==> src/rtl/plugboard_pkg.sv <==
// Shared definitions for the plugboard slice.
//   state_t      handshake FSM states
//   LETTER_BASE  ASCII code of 'A'
//   NUM_LETTERS  letters in the alphabet
//   is_upper()   1 when an 8-bit char lies in 'A'..'Z'
package plugboard_pkg;

  localparam int LETTER_BASE = 65;
  localparam int NUM_LETTERS = 26;

  typedef enum logic [1:0] {
    ST_IDLE   = 2'd0,
    ST_LOOKUP = 2'd1,
    ST_ISSUE  = 2'd2,
    ST_WAIT   = 2'd3
  } state_t;

  function automatic logic is_upper(input logic [7:0] c);
    return (c >= 8'(LETTER_BASE)) && (c <= 8'(LETTER_BASE + NUM_LETTERS - 1));
  endfunction

endpackage

==> src/rtl/plugboard_map.sv <==
// plug_map: 26-entry swap table for the plugboard.
//   Each entry holds the partner index of its letter; unplugged letters point
//   at themselves. Pair writes are validated here and the sticky error and
//   installed-pair count live alongside the table. The lookup port is purely
//   combinational so the caller can register the result.
// Ports:
//   clk, reset         clock, synchronous active-high reset
//   cfg_en             config allowed this cycle (owner is idle)
//   cfg_clear          restore identity, zero pair_cnt and cfg_err
//   cfg_we, cfg_a/b    install pair cfg_a <-> cfg_b
//   cfg_err            sticky rejected-write flag
//   pair_cnt           pairs currently installed
//   lk_char/lk_result  combinational char lookup
// Build option: PLUGBOARD_CASEFOLD_EN folds 'a'..'z' to 'A'..'Z' on both the
//   lookup path and the config letters.
module plug_map
  import plugboard_pkg::*;
#(
  parameter int MAX_PAIRS = 10,
  parameter int CHAR_W    = 8,
  parameter int BASE      = 65
) (
  input  logic              clk,
  input  logic              reset,
  input  logic              cfg_en,
  input  logic              cfg_clear,
  input  logic              cfg_we,
  input  logic [CHAR_W-1:0] cfg_a,
  input  logic [CHAR_W-1:0] cfg_b,
  output logic              cfg_err,
  output logic [3:0]        pair_cnt,
  input  logic [CHAR_W-1:0] lk_char,
  output logic [CHAR_W-1:0] lk_result
);

  localparam int IDX_W = 5;
  localparam logic [CHAR_W-1:0] BASE_C = CHAR_W'(BASE);
  localparam logic [CHAR_W-1:0] LAST_C = CHAR_W'(BASE + NUM_LETTERS - 1);
`ifdef PLUGBOARD_CASEFOLD_EN
  localparam logic [CHAR_W-1:0] LOW_FIRST = CHAR_W'(BASE + 32);
  localparam logic [CHAR_W-1:0] LOW_LAST  = CHAR_W'(BASE + 32 + NUM_LETTERS - 1);
  localparam logic [CHAR_W-1:0] CASE_OFS  = CHAR_W'(32);
`endif

  logic [IDX_W-1:0] map_q [NUM_LETTERS];

  function automatic logic [CHAR_W-1:0] fold(input logic [CHAR_W-1:0] c);
`ifdef PLUGBOARD_CASEFOLD_EN
    if (c >= LOW_FIRST && c <= LOW_LAST) return c - CASE_OFS;
`endif
    return c;
  endfunction

  function automatic logic is_letter(input logic [CHAR_W-1:0] c);
    return (c >= BASE_C) && (c <= LAST_C);
  endfunction

  function automatic logic [IDX_W-1:0] to_idx(input logic [CHAR_W-1:0] c);
    return IDX_W'(c - BASE_C);
  endfunction

  logic [CHAR_W-1:0] a_f, b_f, lk_f;
  logic [IDX_W-1:0]  a_idx, b_idx, lk_idx;
  logic              a_ok, b_ok, pair_ok;

  assign a_f    = fold(cfg_a);
  assign b_f    = fold(cfg_b);
  assign lk_f   = fold(lk_char);
  assign a_idx  = to_idx(a_f);
  assign b_idx  = to_idx(b_f);
  assign lk_idx = to_idx(lk_f);

  // Index reads are only meaningful once the letter range check has passed.
  assign a_ok = is_letter(a_f) && (map_q[a_idx] == a_idx);
  assign b_ok = is_letter(b_f) && (map_q[b_idx] == b_idx);
  assign pair_ok = a_ok && b_ok && (a_idx != b_idx) &&
                   (pair_cnt != 4'(MAX_PAIRS));

  assign lk_result = is_letter(lk_f) ? (CHAR_W'(map_q[lk_idx]) + BASE_C) : lk_f;

  always_ff @(posedge clk) begin
    if (reset) begin
      for (int i = 0; i < NUM_LETTERS; i++) map_q[i] <= IDX_W'(i);
      pair_cnt <= '0;
      cfg_err  <= 1'b0;
    end else if (cfg_en) begin
      if (cfg_clear) begin
        for (int i = 0; i < NUM_LETTERS; i++) map_q[i] <= IDX_W'(i);
        pair_cnt <= '0;
        cfg_err  <= 1'b0;
      end else if (cfg_we) begin
        if (pair_ok) begin
          map_q[a_idx] <= b_idx;
          map_q[b_idx] <= a_idx;
          pair_cnt     <= pair_cnt + 4'd1;
        end else begin
          cfg_err <= 1'b1;
        end
      end
    end
  end

endmodule

==> src/rtl/plugboard.sv <==
// plugboard: Enigma Steckerbrett stage in front of a rotor.
//   Accepts one char over in_valid/in_ready, swaps it through plug_map, pulses
//   out_valid for one cycle with the result on out_char, then waits for the
//   rotor's ds_done before taking the next char.
// Ports:
//   clk, reset             clock, synchronous active-high reset
//   cfg_clear, cfg_we,
//   cfg_a, cfg_b           pair table configuration (honoured only when idle)
//   cfg_err, pair_cnt      config status
//   in_valid/in_ready/
//   in_char                input handshake
//   out_valid, out_char    1-cycle issue pulse and held result
//   ds_done                rotor completion
//   busy                   char in flight
// Build option: PLUGBOARD_CASEFOLD_EN (see plug_map).
//
// state  | meaning
// IDLE   | ready for a char or a config op
// LOOKUP | captured char goes through the table into out_char
// ISSUE  | out_valid high for this one cycle
// WAIT   | holding until ds_done
module plugboard
  import plugboard_pkg::*;
#(
  parameter int MAX_PAIRS = 10,
  parameter int CHAR_W    = 8,
  parameter int BASE      = LETTER_BASE
) (
  input  logic              clk,
  input  logic              reset,
  input  logic              cfg_clear,
  input  logic              cfg_we,
  input  logic [CHAR_W-1:0] cfg_a,
  input  logic [CHAR_W-1:0] cfg_b,
  output logic              cfg_err,
  output logic [3:0]        pair_cnt,
  input  logic              in_valid,
  output logic              in_ready,
  input  logic [CHAR_W-1:0] in_char,
  output logic              out_valid,
  output logic [CHAR_W-1:0] out_char,
  input  logic              ds_done,
  output logic              busy
);

  state_t            state;
  logic [CHAR_W-1:0] char_q;
  logic [CHAR_W-1:0] lk_result;
  logic              idle;

  assign idle     = (state == ST_IDLE);
  // A config op owns the idle cycle, so the table never changes under a char.
  assign in_ready = idle && !cfg_we && !cfg_clear;
  assign busy     = !idle;

  plug_map #(
    .MAX_PAIRS (MAX_PAIRS),
    .CHAR_W    (CHAR_W),
    .BASE      (BASE)
  ) u_map (
    .clk       (clk),
    .reset     (reset),
    .cfg_en    (idle),
    .cfg_clear (cfg_clear),
    .cfg_we    (cfg_we),
    .cfg_a     (cfg_a),
    .cfg_b     (cfg_b),
    .cfg_err   (cfg_err),
    .pair_cnt  (pair_cnt),
    .lk_char   (char_q),
    .lk_result (lk_result)
  );

  always_ff @(posedge clk) begin
    if (reset) begin
      state     <= ST_IDLE;
      char_q    <= '0;
      out_valid <= 1'b0;
      out_char  <= '0;
    end else begin
      out_valid <= 1'b0;
      case (state)
        ST_IDLE: begin
          if (in_valid && in_ready) begin
            char_q <= in_char;
            state  <= ST_LOOKUP;
          end
        end
        ST_LOOKUP: begin
          out_char  <= lk_result;
          out_valid <= 1'b1;
          state     <= ST_ISSUE;
        end
        ST_ISSUE: begin
          state <= ST_WAIT;
        end
        ST_WAIT: begin
          if (ds_done) state <= ST_IDLE;
        end
        default: state <= ST_IDLE;
      endcase
    end
  end

endmodule

==> config.mk <==
export PLATFORM = sky130hd
export DESIGN_NAME = plugboard
export DESIGN_NICKNAME = d
export VERILOG_FILES = /design/src/rtl/plugboard_pkg.sv /design/src/rtl/plugboard_map.sv /design/src/rtl/plugboard.sv
export SDC_FILE = /design/constraint.sdc
export NUM_CORES = 1
export LEC_CHECK = 0
export CAP_MARGIN = 20
export CORE_AREA = 2 2 250 252
export DETAILED_ROUTE_END_ITERATION = 6
export DIE_AREA = 0 0 252 254
export GPL_TIMING_DRIVEN = 0
export PLACE_DENSITY = 0.42
export SLEW_MARGIN = 20
export SYNTH_ARGS = -nofsm -noshare
export SYNTH_HDL_FRONTEND = slang
export SYNTH_SLANG_ARGS = --single-unit
==> constraint.sdc <==
create_clock -name clk -period 12.6 [get_ports clk]
set_input_delay 1.26 -clock clk [delete_from_list [all_inputs] [get_ports clk]]
set_output_delay 1.26 -clock clk [all_outputs]
set_load 0.01 [all_outputs]
==> metrics.md <==
| Metric | Value |
|---|---|
| Setup Fix Bufs, Post-CTS | 0 |
| Global-route wire length before repair | ~110000 µm |
| Clock Sinks | 184 |
| Synth Instances | 1360 |
| Top Family by Delay on Critical Path | buffers and inverters |
| Required time worst endpoint | ~13 ns |
| Worst path slowest cell | ha_1 |
| Max-cap violations | 0 |
| Maximum clock rate | ~94 MHz |
| Overall power | roughly 2000 µW |
| Initial Util | 0.227 |
| Max clock buf depth | 2 |
| Synth unique cells | between 70 and 80 |
| Pin count of the biggest net entering global routing | 18 |
| Worst rel slew slack | 0.108 |
| Layout cells sized above 1 | 0.159 |
| Inst Count DP | 2200 |
| Crit path time final | around 11 ns |
| CP most frequent cell | buf_2 |
| Die width | 252 µm |
| Flop-to-flop setup slack | ~6.7 ns |
| Fin nets | between 1000 and 1500 |
| Die ar. | 64000 µm² |
| Vias per inst | 6.06 |
| Syn nets | 1411 |
| Die Y | 254 µm |
| Setup TNS | 0 ns |
| CP max stage delay | 0.90 ns |
| Clock Skews | about 0.02 ns |
| Root Driver | clkbuf_16 |
| TritonCTS Buffers | 17 |
| Worst setup path class | input port to flop |
| Worst R2R Path Depth | 15 |
| Worst IR Drop VDD | 0.0607 mV |
| Hpwl dp | 60000 µm |
| DRT iter0 DRCs | 2123 |
| Worst reg2reg path endpoint | out_char[4] |
| Avg Cell Area, Syn | slightly above 10 µm² |
| Comb power frac | 0.317 |
| Worst-path cell chain | clkdlybuf4s50_1 > buf_6 > buf_4 > buf_4 > buf_2 > clkinv_1 > ha_1 > buf_2 > buf_2 > clkbuf_2 > mux4_2 > a22oi_1 > a21oi_1 > nor4_1 > nand4_1 > or3_1 > buf_2 > buf_2 > clkbuf_1 > nor2_1 |
| Cell accounting for the most synthesized area | edfxtp_1 |
| Critical Path Source | cfg_a[0] |
| Number of vias after detailed routing | approximately 14000 |
| CP Buf/Inv Count | 12 |
| Reg2Reg Launch Point | char_q[0] |
| Max Slew Vio Count | 0 |
| Synth Cell Area | approximately 14000 µm² |
| Sequential area share after synthesis | 0.380 |
| Reg power frac | 0.389 |
| Power Dens Cells | between 100 and 150 nW/µm² |
| HP Start | char_q[6] |
| I/O pin total | between 40 and 50 |
| GRT overflow | 0 |
| Num rows | 91 |
| Cts hold-fix bufs | 0 |
| Async set-reset flop share out of synthesis | 0 |
| Switching pwr | about 780 µW |
| PortBufs | 44 |
| Unrepaired setup endpoints after global routing | false |
| CTS tree | done |
| Leakage | ~0.0045 µW |
| Count leader, synth | nor2_1 |
| Area of the core | approximately 61000 µm² |
| Detail Route Antenna Nets | 0 |
| Synth Register Bits | 184 |
| Synth Flop Type | edfxtp_1 |
| GRT Total Usage | 0.252 |
| Hold Vio Cnt, Final | 0 |
| Worst path depth | 20 |
| Synth top area share | 0.345 |
| WP data arrival | between 10 and 15 ns |
| Synth-to-layout area growth | 15.7% |
| WL/cell | roughly 36 µm |
| Synth warn | 0 |
| GP Congestion | around 1.0 |
| Top post-synthesis cells by area | edfxtp_1, mux4_2, nor2_1, mux2i_1, dfxtp_1 |
| CP endpoint | u_map.map_q[30][3] |
| Clock-pin slew on the worst setup and hold paths | about 0.070 ns |
| Post-synth EDFFs | 160 |
| Pre-antenna DRT Iters | 5 |
| HP Class | flop to flop |
| Sw Ratio | 0.380 |
| Critical Path Start Type | input port |
| Setup-failing EPs final | 0 |
| Status | completed |
| CP max FO | 11 |
| Vias in the first global route | 12800 |
| Crit end category | flop |
| Drt total wl | ~80000 µm |
| Commonest cells in the synthesized netlist | nor2_1, edfxtp_1, mux4_2, clkbuf_1, nand2_1 |
| Post-route insts no fill | around 2200 |
| Clock insertion delay at the later pin of the skew report | approximately 0.53 ns |
| H-tree Lvls | 4 |
| CTS resizes | 0 |
| Clk network pwr share | 0.294 |
| Worst slew pin tran | 1.34 ns |
| Initial antenna violation count | 1 |
| Final period util | 0.842 |
| Internal Dissipation | between 1000 and 1500 µW |
| DRC Markers | 0 |
## metal layers
layer,GRT usage,up-vias,share of wire
li1,-,5406,-
met2,0.374,1089,0.43
met5,0,-,0
met3,0.0812,219,0.12
met1,0.323,6824,0.39
met4,0.144,0,0.061
## stage by stage
step	utilization	setup slack (ns)	hold WS, ns	area [µm²]
4_1_cts	0.263	2.40	0.489	16100
6_report	0.263	1.99	0.481	16100
5_1_grt	0.263	2.10	0.517	16100
2_1_floorplan	-	6.39	0.444	13900
3_3_place_gp	0.251	1.47	0.469	15400
3_5_place_dp	0.252	1.82	0.477	15500
## cell usage in the layout, fill, tap and decap left out, types with 5 or more instances in the layout
cell	count
nor2_1	172
edfxtp_1	160
mux4_2	110
clkbuf_1	101
nand2_1	90
a21oi_1	78
nand3_1	69
mux2i_1	50
a32oi_1	48
clkdlybuf4s50_1	44
or2_2	33
o21ai_0	31
a22oi_1	30
inv_1	29
a31oi_1	28
nor3_1	24
dfxtp_1	24
nand4_1	22
clkbuf_16	22
ha_1	21
buf_2	20
xnor2_1	16
a211oi_1	15
a21o_1	15
nand2b_1	12
or2_1	11
buf_1	10
nor2b_1	10
nor3b_1	9
nor4_1	8
o22ai_1	8
and2_1	7
buf_6	6
a311oi_1	6
clkbuf_2	5
o22a_1	5
## power groups by stage
stage / sequential, µW / combinational [µW] / clock (µW)
final: 796 / 649 / 602
after global routing: 800 / 666 / 623
after CTS: 791 / 626 / 606
after detailed placement: 805 / 625 / 0
after global placement: 803 / 621 / 0
after floorplan: 779 / 345 / 0
## worst register-to-register path: stages, from the launching register on
cell and delay (ns):
dfxtp_1 0.33, clkbuf_2 0.48, buf_2 0.66, clkbuf_2 0.65, inv_1 0.15, ha_1 0.37, clkbuf_1 0.92, mux4_2 0.50
mux4_2 0.61, mux2i_1 0.32, inv_1 0.09, ha_1 0.23, nand2_1 0.08, xor2_1 0.14, mux2i_1 0.09, a211oi_1 0.23
## logic make-up after synthesis
logic type	Yosys count	share of synthesized area
DFF	184	0.380
adders and majority gates	21	0.0189
xor gates and xnor gates	24	0.0151
muxes	162	0.215
AOI/OAI and AO/OA	307	0.151
and+or+nand+nor	494	0.172
buffers and inverters	168	0.0483
## registers in the layout, indices dropped and copies added, names as in the netlist
name and cells:
u_map.pair_cnt 4, out_char 8, u_map.cfg_err 1, out_valid 1
char_q 8, u_map.map_q 160, state 2
## worst min path at each step
stage | end | slack (ns) | depth (start not counted)
3_3_place_gp | u_map.cfg_err | 0.47 | 1
5_1_grt | out_char[3] | 0.52 | 2
3_5_place_dp | u_map.cfg_err | 0.48 | 1
2_1_floorplan | char_q[6] | 0.44 | 2
6_report | char_q[6] | 0.48 | 2
4_1_cts | char_q[6] | 0.49 | 2
## layout make-up
cell class	instances	area [µm²]
clock buffers	24	568
plain buffers	138	573
flip-flops and latches	184	5290
multi-input cells	1008	8020
diodes	1	2.50
repair buffers	50	495
fillers	6434	45100
clock inverters	8	65.1
well taps	790	988
inverters	30	113
(Power assumes the default switching activity.)
